### src/rtl/alu_mc.sv
// rtl/alu_mc.sv - multi-cycle integer ALU with valid/ready handshakes
// Single-cycle RV32I ops plus iterative MUL/MULHU/DIVU/REMU sharing one accumulator.
module alu_mc #(
  parameter int WIDTH = 32
) (
  input  logic             clk,
  input  logic             rst,
  input  logic             in_valid,
  output logic             in_ready,
  input  logic [WIDTH-1:0] a,
  input  logic [WIDTH-1:0] b,
  input  logic [3:0]       opcode,
  input  logic             flush,
  output logic             out_valid,
  input  logic             out_ready,
  output logic [WIDTH-1:0] res,
  output logic             zero_flag,
  output logic             busy
);

  localparam int SW = $clog2(WIDTH);
  localparam int CW = SW + 1;

  localparam logic [3:0] OP_ADD  = 4'd0;
  localparam logic [3:0] OP_SUB  = 4'd1;
  localparam logic [3:0] OP_AND  = 4'd2;
  localparam logic [3:0] OP_OR   = 4'd3;
  localparam logic [3:0] OP_XOR  = 4'd4;
  localparam logic [3:0] OP_SLL  = 4'd5;
  localparam logic [3:0] OP_SRL  = 4'd6;
  localparam logic [3:0] OP_SLT  = 4'd7;
  localparam logic [3:0] OP_SRA  = 4'd8;
  localparam logic [3:0] OP_SLTU = 4'd9;

  typedef enum logic [1:0] {IDLE, BUSY, DONE} state_t;

  state_t               state, state_next;
  logic [CW-1:0]        cnt;
  logic [3:0]           op_q;
  logic [WIDTH-1:0]     opnd;
  logic [2*WIDTH-1:0]   acc, acc_step;
  logic [WIDTH-1:0]     quick_res, iter_res, div_diff;
  logic [WIDTH:0]       mul_sum, rem_sh;
  logic [SW-1:0]        shamt;
  logic                 accept, last_step, is_iter, is_mul, q_is_mul;

  assign shamt    = b[SW-1:0];
  assign is_iter  = (opcode >= 4'd10) && (opcode <= 4'd13);
  assign is_mul   = (opcode[3:1] == 3'b101);
  assign q_is_mul = (op_q[3:1] == 3'b101);

  always_comb begin
    quick_res = '0;
    case (opcode)
      OP_ADD:  quick_res = a + b;
      OP_SUB:  quick_res = a - b;
      OP_AND:  quick_res = a & b;
      OP_OR:   quick_res = a | b;
      OP_XOR:  quick_res = a ^ b;
      OP_SLL:  quick_res = a << shamt;
      OP_SRL:  quick_res = a >> shamt;
      OP_SLT:  quick_res = {{(WIDTH-1){1'b0}}, ($signed(a) < $signed(b))};
      OP_SRA:  quick_res = $unsigned($signed(a) >>> shamt);
      OP_SLTU: quick_res = {{(WIDTH-1){1'b0}}, (a < b)};
      default: quick_res = '0;
    endcase
  end

  // Multiply: acc = {partial high, remaining multiplier bits}.
  // Divide:   acc = {partial remainder, dividend bits shifting into quotient}.
  always_comb begin
    mul_sum  = {1'b0, acc[2*WIDTH-1:WIDTH]} + ({(WIDTH+1){acc[0]}} & {1'b0, opnd});
    rem_sh   = {acc[2*WIDTH-1:WIDTH], acc[WIDTH-1]};
    div_diff = rem_sh[WIDTH-1:0] - opnd;
    if (q_is_mul)
      acc_step = {mul_sum, acc[WIDTH-1:1]};
    else if (rem_sh >= {1'b0, opnd})
      acc_step = {div_diff, acc[WIDTH-2:0], 1'b1};
    else
      acc_step = {rem_sh[WIDTH-1:0], acc[WIDTH-2:0], 1'b0};
    iter_res = op_q[0] ? acc_step[2*WIDTH-1:WIDTH] : acc_step[WIDTH-1:0];
  end

  always_ff @(posedge clk) begin
    if (rst) state <= IDLE;
    else     state <= state_next;
  end

  always_comb begin
    state_next = state;
    in_ready   = 1'b0;
    out_valid  = 1'b0;
    busy       = 1'b0;
    accept     = 1'b0;
    last_step  = 1'b0;
    case (state)
      IDLE: begin
        in_ready = !rst;
        accept   = in_valid && !rst && !flush;
        if (accept) state_next = is_iter ? BUSY : DONE;
      end
      BUSY: begin
        busy      = 1'b1;
        last_step = (cnt == CW'(1));
        if (last_step) state_next = DONE;
      end
      DONE: begin
        out_valid = 1'b1;
        if (out_ready) state_next = IDLE;
      end
      default: state_next = IDLE;
    endcase
    if (flush) state_next = IDLE;
  end

  always_ff @(posedge clk) begin
    if (rst) begin
      res       <= '0;
      zero_flag <= 1'b1;
      cnt       <= '0;
      acc       <= '0;
      opnd      <= '0;
      op_q      <= '0;
    end else if (flush) begin
      cnt <= '0;
    end else if (accept) begin
      op_q <= opcode;
      if (is_iter) begin
        cnt  <= CW'(WIDTH);
        opnd <= is_mul ? a : b;
        acc  <= {{WIDTH{1'b0}}, (is_mul ? b : a)};
      end else begin
        res       <= quick_res;
        zero_flag <= (quick_res == '0);
      end
    end else if (busy) begin
      acc <= acc_step;
      cnt <= cnt - CW'(1);
      if (last_step) begin
        res       <= iter_res;
        zero_flag <= (iter_res == '0);
      end
    end
  end

endmodule
### config.mk
export PLATFORM = sky130hd
export DESIGN_NAME = alu_mc
export DESIGN_NICKNAME = d
export VERILOG_FILES = /design/src/rtl/alu_mc.sv
export SDC_FILE = /design/constraint.sdc
export NUM_CORES = 1
export LEC_CHECK = 0
export ABC_AREA = 1
export BUFFER_PORTS_ARGS = -buffer_cell sky130_fd_sc_hd__buf_2
export CAP_MARGIN = 40
export CORE_UTILIZATION = 50
export CTS_BUF_LIST = sky130_fd_sc_hd__clkbuf_8
export CTS_CLUSTER_SIZE = 40
export DETAILED_ROUTE_END_ITERATION = 10
export GPL_ROUTABILITY_DRIVEN = 1
export GPL_TIMING_DRIVEN = 0
export PLACE_DENSITY_LB_ADDON = 0.1
export SLEW_MARGIN = 0
export SYNTH_ARGS = -nofsm -noshare
export SYNTH_HDL_FRONTEND = slang
export SYNTH_SLANG_ARGS = --single-unit
### constraint.sdc
create_clock -name clk -period 2.64 [get_ports clk]
set_clock_uncertainty 0.05 [all_clocks]
set_input_delay 0.132 -clock clk [delete_from_list [all_inputs] [get_ports clk]]
set_output_delay 0.132 -clock clk [all_outputs]
set_load 0.02 [all_outputs]
==> results.md, run 1 <==
* Err: [ERROR GRT-0116] Global routing finished with congestion. Check the congestion regions in the DRC Viewer.
* Initial Util at 51.1%
* Synth Instances at 4138
* Top FF cell, synth: dfxtp_1
* GRT Overall Usage at 65.3%
* Post-Syn Area at 22100 um^2
* Synth Area per Inst at 5.35 um^2
* Clock buffer depth at 2
* FF+latch count, synth at 141
* Distinct cells, synth at 55
* Stopped at: 5_1_grt
* Die extent in y at 212 um
* Clk sink count at 141
* Port buffer count at 107
* Rows at 76
* Yosys top cell by area: nand2_1
* Dpl hpwl at 103 mm
* Sequential share of the synthesized area at 12.7%
* Global-route wire length before repair at 214 mm
* Grt total ovfl at 5
* H-tree levels at 4
* CTS buffer count at 17
* CTS Root Cell: clkbuf_8
* Share of flip-flops with an asynchronous set or reset at 0%
* Status: stopped before the end
* Ys Warns at 0
* EDFF count, synth at 0
* Largest cells by area after synthesis: nand2_1 23%, dfxtp_1 13%, nand3_1 9.6%, ha_1 9.4%, inv_1 7.9%
* Synth top area share at 23.0%
* Ports at 109
* Synth Net Count at 4381
* Pin count of the biggest net entering global routing at 17
* Routability congestion estimate at 1.14
* Die Wd at 212 um
* Number of global-route vias before repair at 32500
layer usage:
layer | global-route usage (%) | overflow
met5 | 7.12 | 0
met3 | 36.3 | 0
met1 | 68.1 | 0
met2 | 88.7 | 4
met4 | 67.9 | 1
through the flow:
stage / cell area [um^2] / cells / setup slack, ps / hold WS [ps] / util [%]
floorplan: 22200 / 4138 / 2.61 / 231 / -
global placement: 23400 / 4830 / -1790 / 365 / 54.0
detailed placement: 23500 / 4836 / -1750 / 374 / 54.2
CTS: 26200 / 4975 / -421 / 3.13 / 60.4
what timing repair did:
item | 4_1_cts
cloned | 1
hold buffers | 64
gates resized for setup | 358
setup buffers | 44
pin swaps | 74
setup endpoints to repair | 128
hold endpoints to repair | 40
cell families after synthesis:
family,count (synthesis),share of synthesized area (%)
and+or+nand+nor,2309,43.7
xor gates and xnor gates,12,0.475
muxes,29,1.31
DFF,141,12.7
AOI/OAI and AO/OA,800,19.9
adders and majority gates,170,9.74
buffers and inverters,677,12.0
synthesized netlist by cell type, drive strengths merged (53+ instances only):
master and instances:
o211ai 53, o21ai 288, ha 166, inv 481, nand2 1370, nand4 58
dfxtp 141, buf 92, clkbuf 100, a21oi 340, nor2 351, nand3 429
==> inputs of run 2 (changes only) <==
Settings changed: CORE_UTILIZATION 50 to 35, CTS_BUF_LIST sky130_fd_sc_hd__clkbuf_8 to not set, CTS_CLUSTER_SIZE 40 to not set, PLACE_DENSITY_LB_ADDON 0.1 to 0.15.
Clock period 2.64 ns to 3.4 ns, I/O delays scaled along.
==> run 2 against run 1 <==
Against the previous run: the flow now finishes, with violations (setup timing); area after synthesis unchanged; synthesized cell count is the same.
==> results.md, run 2 <==
* Finished Layout Cells at 5148
* Synth Area per Inst at 5.35 um^2 (unchanged)
* Pwr dens at 332 nW/um^2
* Routed vias/inst at 5.75
* Min-delay worst type: in -> reg
* Via count at 29600
* Post-Syn Area at 22100 um^2 (unchanged)
* Area occupied by multi-input gates at 17300 um^2
* Largest cells by area after synthesis: nand2_1 23%, dfxtp_1 13%, nand3_1 9.6%, ha_1 9.4%, inv_1 7.9% (unchanged)
* Worst setup EP type: flip-flop
* WHS at 14.9 ps
* Routability congestion estimate at 1.07 (was 1.14)
* Hold EP: opnd[15]$_SDFFE_PP0P_
* EDFF count, synth at 0 (unchanged)
* Avg WL per Cell at 26.1 um
* Max Slew Vio Count at 0
* Grt total ovfl at 0
* Most common cell after layout, fill and taps aside: nand2_1
* Pin count of the biggest net entering global routing at 18
* Critical path type: in -> reg
* Final wirelength at 134 mm
* Sequential share of the synthesized area at 12.7% (unchanged)
* Top FF cell, synth: dfxtp_1 (unchanged)
* RR Endpoint: res[10]$_SDFFE_PP0P_
* First DRT Iteration DRCs at 3671
* Reg2Reg Launch Point: opnd[6]$_SDFFE_PP0P_
* Ys Warns at 0 (unchanged)
* Largest register FFs at 64
* Ports at 109 (unchanged)
* Failing checks: setup timing
* Worst-path maximum fanout at 10
* DRC at 0
* CP required at 3710 ps
* Unrepaired setup endpoints after global routing: true
* Die Wd at 254 um (was 212 um)
* Shortest period the worst path allows at 3490 ps
* Distinct cells, synth at 55 (unchanged)
* Fin crit share at 103%
* Yosys top cell by area: nand2_1 (unchanged)
* Initial Util at 35.6% (was 51.1%)
* Final hold violations at 0
* Antenna violations before repair at 2
* Most frequent cells in the layout: 1327 x nand2_1, 459 x inv_1, 418 x nand3_1
* Hold path depth at 3
* Peak Freq at 286 MHz
* Worst reg-to-reg path cell count at 20
* Cell leakage power at 0.0125 uW
* Clk sink count at 141 (unchanged)
* Core box area at 62200 um^2
* Die ar. at 64300 um^2
* Global-route wire length before repair at 190 mm
* Port buffer count at 107 (unchanged)
* Most common cell in the netlist: nand2_1 (unchanged)
* Final-stage net count at 4540
* Final ANT Viol Nets at 0
* Synth Net Count at 4381 (unchanged)
* Share of cells above drive strength 1 at 11.1%
* Biggest regs: acc (64), opnd (32), res (32)
* Clk pin slew, worst setup/hold paths at 70 ps
* CP arrival at 3800 ps
* Worst R2R Setup Slack at 30 ps
* Syn-to-layout area delta at 14.5%
* Share of flip-flops with an asynchronous set or reset at 0% (unchanged)
* Most frequent cells after synthesis: 1360 x nand2_1, 466 x inv_1, 426 x nand3_1 (unchanged)
* Clock buffer depth at 2 (unchanged)
* CTS buffer count at 17 (unchanged)
* Rows at 91 (was 76)
* Die extent in y at 254 um (was 212 um)
* Drt pass-1 iters at 6
* FF+latch count, synth at 141 (unchanged)
* Setup tns final at -107 ps
* Biggest register: acc
* Fillers at 7299
* Status: finished with violations (was stopped before the end)
* CP Launch Type: primary input
* Max Cap Viol at 0
* Synth top area share at 23.0% (unchanged)
* Final Setup Violations at 2
* Peak VDD IR at 0.367 mV
* Number of global-route vias before repair at 27800
* Dpl hpwl at 111 mm (was 103 mm)
* CTS Root Cell: clkbuf_16 (was clkbuf_8)
* GRT Overall Usage at 41.0%
* H-tree levels at 4 (unchanged)
* Clock Latency Late Sink at 460 ps
* Final setup margin at -94.1 ps
* Actual slew at the worst max-slew pin at 920 ps
* Register area at 2870 um^2
* Slew margin rel. at 38.7%
* Synth Instances at 4138 (unchanged)
* CTS tree: done
* Hold_sp: b[15]
* Placed cell count at 5086 (was 4836)
-- run 2: per-stage QoR --
step / util, % / instance area (um^2) / setup WS [ps] / total power (uW)
6_report: 40.8 / 25400 / -94.1 / 8430
5_1_grt: 40.8 / 25400 / -55.4 / 8810
4_1_cts: 39.8 / 24700 / 0.316 / 8110
3_5_place_dp: 38.2 / 23800 / -1030 / 6100
3_3_place_gp: 38.2 / 23700 / -1490 / 6120
2_1_floorplan: - / 22100 / 512 / 4460
-- run 2: final cells by class --
type,count,area share [%]
diodes,1,0.00986
plain buffers,187,3.43
clock buffers,17,1.68
clock inverters,15,0.666
inverters,485,7.25
multi-input cells,3320,68.0
flip-flops and latches,141,11.3
well taps,837,4.13
repair buffers,145,3.47
-- run 2: worst max path at each step --
stage / startpoint / endpoint / cells after the start
floorplan: b[2] / zero_flag$_SDFFE_PP1P_ / 24
global placement: b[2] / zero_flag$_SDFFE_PP1P_ / 25
detailed placement: b[3] / zero_flag$_SDFFE_PP1P_ / 27
CTS: opnd[6]$_SDFFE_PP0P_ / zero_flag$_SDFFE_PP1P_ / 24
global route: opnd[6]$_SDFFE_PP0P_ / zero_flag$_SDFFE_PP1P_ / 24
finish: opcode[2] / zero_flag$_SDFFE_PP1P_ / 21
-- run 2: critical path, cell delays in order --
cell and delay [ps]:
buf_2 160, inv_1 100, nor2_1 190, inv_1 90, nor2_2 550, nand2_1 460
inv_2 280, buf_2 420, nand3_1 280, nand2_1 250, nor2_1 140, nand2_1 90
nor2_2 70, nand2_1 80, nor2_1 50, nand2_1 50, nor2_1 40, nand3_1 90
nand2_1 70, nand2_1 90, nand2_1 50
-- run 2: logic make-up (layout without fill, tap and decap cells) --
kind of cell / Yosys count / in the layout / synth area share [%]
buffers and inverters: 677 / 849 / 12.0
XOR/XNOR: 12 / 12 / 0.475
multiplexers: 29 / 29 / 1.31
other: 0 / 1 / 0
AO/OA/AOI/OAI: 800 / 800 / 19.9
AND/OR/NAND/NOR: 2309 / 2309 / 43.7
adder cells (fa/ha/maj): 170 / 170 / 9.74
flip-flops: 141 / 141 / 12.7
-- run 2: power breakdown --
part | internal [uW] | switching, uW | total [uW]
Sequential | 1680 | 39.8 | 1720
Clock | 988 | 953 | 1940
Combinational | 1340 | 3420 | 4760
Total | 4010 | 4420 | 8430
-- run 2: repair_timing --
| item | 4_1_cts | 5_1_grt |
|---|---|---|
| pin swaps | 6 | 30 |
| hold buffers | 15 | 0 |
| endpoints found under the setup margin | 31 | 19 |
| endpoints found under the hold margin | 15 | 0 |
| setup buffers | 3 | 16 |
| resized for setup | 80 | 148 |
-- run 2: layer usage --
metal  vias to the layer above  part of all wire, %  global-route usage [%]
met5                         -                    0                       0
met4                         0                  8.7                    30.3
met3                       379                  8.9                    6.58
met2                      1556                   43                    65.1
met1                     13700                   39                    50.0
li1                      13900                    -                       -
No activity file was read; power rests on OpenSTA's default activity.
==> inputs of run 3 (changes only) <==
==> constraint.sdc (replaced) <==
create_clock -name clk -period 3.4 [get_ports clk]
set_clock_uncertainty 0.05 [all_clocks]
set_input_delay 0.68 -clock clk [delete_from_list [all_inputs] [get_ports clk]]
set_output_delay 0.68 -clock clk [all_outputs]
set_load 0.02 [all_outputs]
==> run 3 against run 2 <==
Against the previous run: the flow still finishes with violations (setup timing); count of clock-buffer cells in the layout did not move; register-to-register slack got worse by 40 ps; hold slack improved by 400 ps; wire length rose by 0.31%; fmax fell by 3.2%; global-route usage rose by 0.27 points; combinational power rose by 2%; sequential share of layout area fell by 0.17 points; flip-flop and latch count did not move; clock power barely moved; final area rose by 1.4%; critical path type unchanged; largest power group unchanged.
==> results.md, run 3 (synthesized netlist as in run 2, its figures left out) <==
* Worst setup EP type: flip-flop (unchanged)
* Grt total ovfl at 0 (unchanged)
* Actual slew at the worst max-slew pin at 901 ps (was 920 ps)
* Peak VDD IR at 0.364 mV (was 0.367 mV)
* Syn-to-layout area delta at 16.1% (was 14.5%)
* Total Power at 8520 uW (was 8430 uW)
* Critical path type: in -> reg (unchanged)
* CTS tree: done (unchanged)
* Via count at 29500 (was 29600)
* Most common cell after layout, fill and taps aside: nand2_1 (unchanged)
* Peak Freq at 277 MHz (was 286 MHz)
* Pwr dens at 331 nW/um^2 (was 332 nW/um^2)
* Cell leakage power at 0.0126 uW (was 0.0125 uW)
* Die extent in y at 254 um (unchanged)
* Reg2Reg Launch Point: opnd[13]$_SDFFE_PP0P_ (was opnd[6]$_SDFFE_PP0P_)
* Clk pin slew, worst setup/hold paths at 70 ps (about the same)
* Final-stage net count at 4545 (was 4540)
* Clock buffer depth at 2 (unchanged)
* Dpl hpwl at 111 mm (unchanged)
* Fin crit share at 106% (was 103%)
* Number of global-route vias before repair at 27900 (was 27800)
* Final wirelength at 135 mm (was 134 mm)
* GRT Overall Usage at 41.3% (was 41.0%)
* Fillers at 7270 (was 7299)
* Final hold violations at 0 (unchanged)
* Unrepaired setup endpoints after global routing: true (unchanged)
* DRC at 0 (unchanged)
* Initial Util at 35.6% (unchanged)
* Port buffer count at 107 (unchanged)
* Failing checks: setup timing (unchanged)
* Clk sink count at 141 (unchanged)
* Ports at 109 (unchanged)
* Final Setup Violations at 5 (was 2)
* Final ANT Viol Nets at 0 (unchanged)
* Min-delay worst type: reg -> reg (was in -> reg)
* CP arrival at 3960 ps (was 3800 ps)
* Final setup margin at -209 ps (was -94.1 ps)
* Global-route wire length before repair at 191 mm (was 190 mm)
* Slew margin rel. at 39.9% (was 38.7%)
* Rows at 91 (unchanged)
* CTS Root Cell: clkbuf_16 (unchanged)
* Biggest regs: acc (64), opnd (32), res (32) (unchanged)
* Most frequent cells in the layout: 1324 x nand2_1, 444 x inv_1, 415 x nand3_1 (was 1327 x nand2_1, 459 x inv_1, 418 x nand3_1)
* Routability congestion estimate at 1.07 (unchanged)
* Max Cap Viol at 0 (unchanged)
* Die ar. at 64300 um^2 (unchanged)
* Antenna violations before repair at 2 (unchanged)
* Setup tns final at -571 ps (was -107 ps)
* Clock Latency Late Sink at 460 ps (about the same)
* CP required at 3750 ps (was 3710 ps)
* Largest register FFs at 64 (unchanged)
* Share of cells above drive strength 1 at 12.8% (was 11.1%)
* Core box area at 62200 um^2 (unchanged)
* CP Launch Type: primary input (unchanged)
* CTS buffer count at 17 (unchanged)
* Worst-path maximum fanout at 10 (unchanged)
* Routed vias/inst at 5.73 (was 5.75)
* Drt pass-1 iters at 6 (unchanged)
* First DRT Iteration DRCs at 3242 (was 3671)
* Die Wd at 254 um (unchanged)
* Max Slew Vio Count at 0 (unchanged)
* Critical Path Start: opcode[3] (was opcode[2])
* Shortest period the worst path allows at 3610 ps (was 3490 ps)
* Hold_sp: res[19]$_SDFFE_PP0P_ (was b[15])
* H-tree levels at 4 (unchanged)
* Status: finished with violations (unchanged)
* Avg WL per Cell at 26.1 um (about the same)
* Pin count of the biggest net entering global routing at 18 (unchanged)
* Biggest register: acc (unchanged)
==> run 3: worst paths after layout <==
check                                 to  slack (ps)  cells past startpoint
setup / recovery  zero_flag$_SDFFE_PP1P_        -210                     18
hold / removal      res[19]$_SDFFE_PP0P_         410                      2
setup reg to reg  zero_flag$_SDFFE_PP1P_         -10                     22
hold reg to reg     res[19]$_SDFFE_PP0P_         410                      2
==> run 3: report_power, final <==
part	internal (uW)	total (uW)	leakage (uW)	switching (uW)
registers	1680	1720	0.00116	38.7
logic	1390	4860	0.0112	3470
clock network	988	1940	0.000284	950
total	4060	8520	0.0126	4460
==> run 3: timing repair <==
action,in CTS,in global routing
pin swaps,19,24
endpoints found under the setup margin,33,23
gates resized for setup,213,138
hold buffers,0,0
setup buffers,21,19
==> run 3: routing by layer <==
metal  wire length, um  global-route usage, %  part of all wire (%)  vias up
li1                  -                      -                     -    13900
met1             53200                   50.0                    39    13700
met2             58500                   65.2                    43     1519
met3             11800                   7.61                   8.7      376
met4             11400                   30.3                   8.4        0
met5                 0                      0                     0        -
==> run 3: area by class of cell <==
| class | count | area, um^2 | share of cell area, % |
|---|---|---|---|
| Multi-Input combinational cell | 3320 | 17400 | 67.8 |
| Timing Repair Buffer | 151 | 950 | 3.69 |
| Clock inverter | 15 | 169 | 0.657 |
| Clock buffer | 17 | 425 | 1.65 |
| Sequential cell | 141 | 2870 | 11.2 |
| Inverter | 485 | 1880 | 7.33 |
| Tap cell | 837 | 1050 | 4.07 |
| Antenna cell | 1 | 2.50 | 0.00973 |
| Buffer | 186 | 936 | 3.64 |
==> run 3: critical path, cell delays in order <==
cell	delay, ps
buf_2	180
nor2_1	100
nand3_1	330
clkbuf_2	470
nor2_1	100
nor3_2	500
nand4_1	270
nor2_4	270
nand2_1	100
nor2_2	260
nand2_1	90
nor2_1	100
nand2_1	50
nor2_1	90
nand3_1	110
nand2_1	110
nand2_1	70
nand2_1	60
==> run 3: per-stage QoR <==
| stage | cells | utilization [%] | setup WS, ps | hold slack (ps) | area [um^2] |
|---|---|---|---|---|---|
| final | 5153 | 41.4 | -209 | 413 | 25700 |
| after global routing | 5152 | 41.4 | -168 | 424 | 25700 |
| after CTS | 5134 | 40.4 | 0.316 | 414 | 25100 |
| after detailed placement | 5086 | 38.2 | -1540 | 403 | 23800 |
| after global placement | 5082 | 38.2 | -2000 | 404 | 23700 |
| after floorplan | 4138 | - | 1.62 | 390 | 22100 |
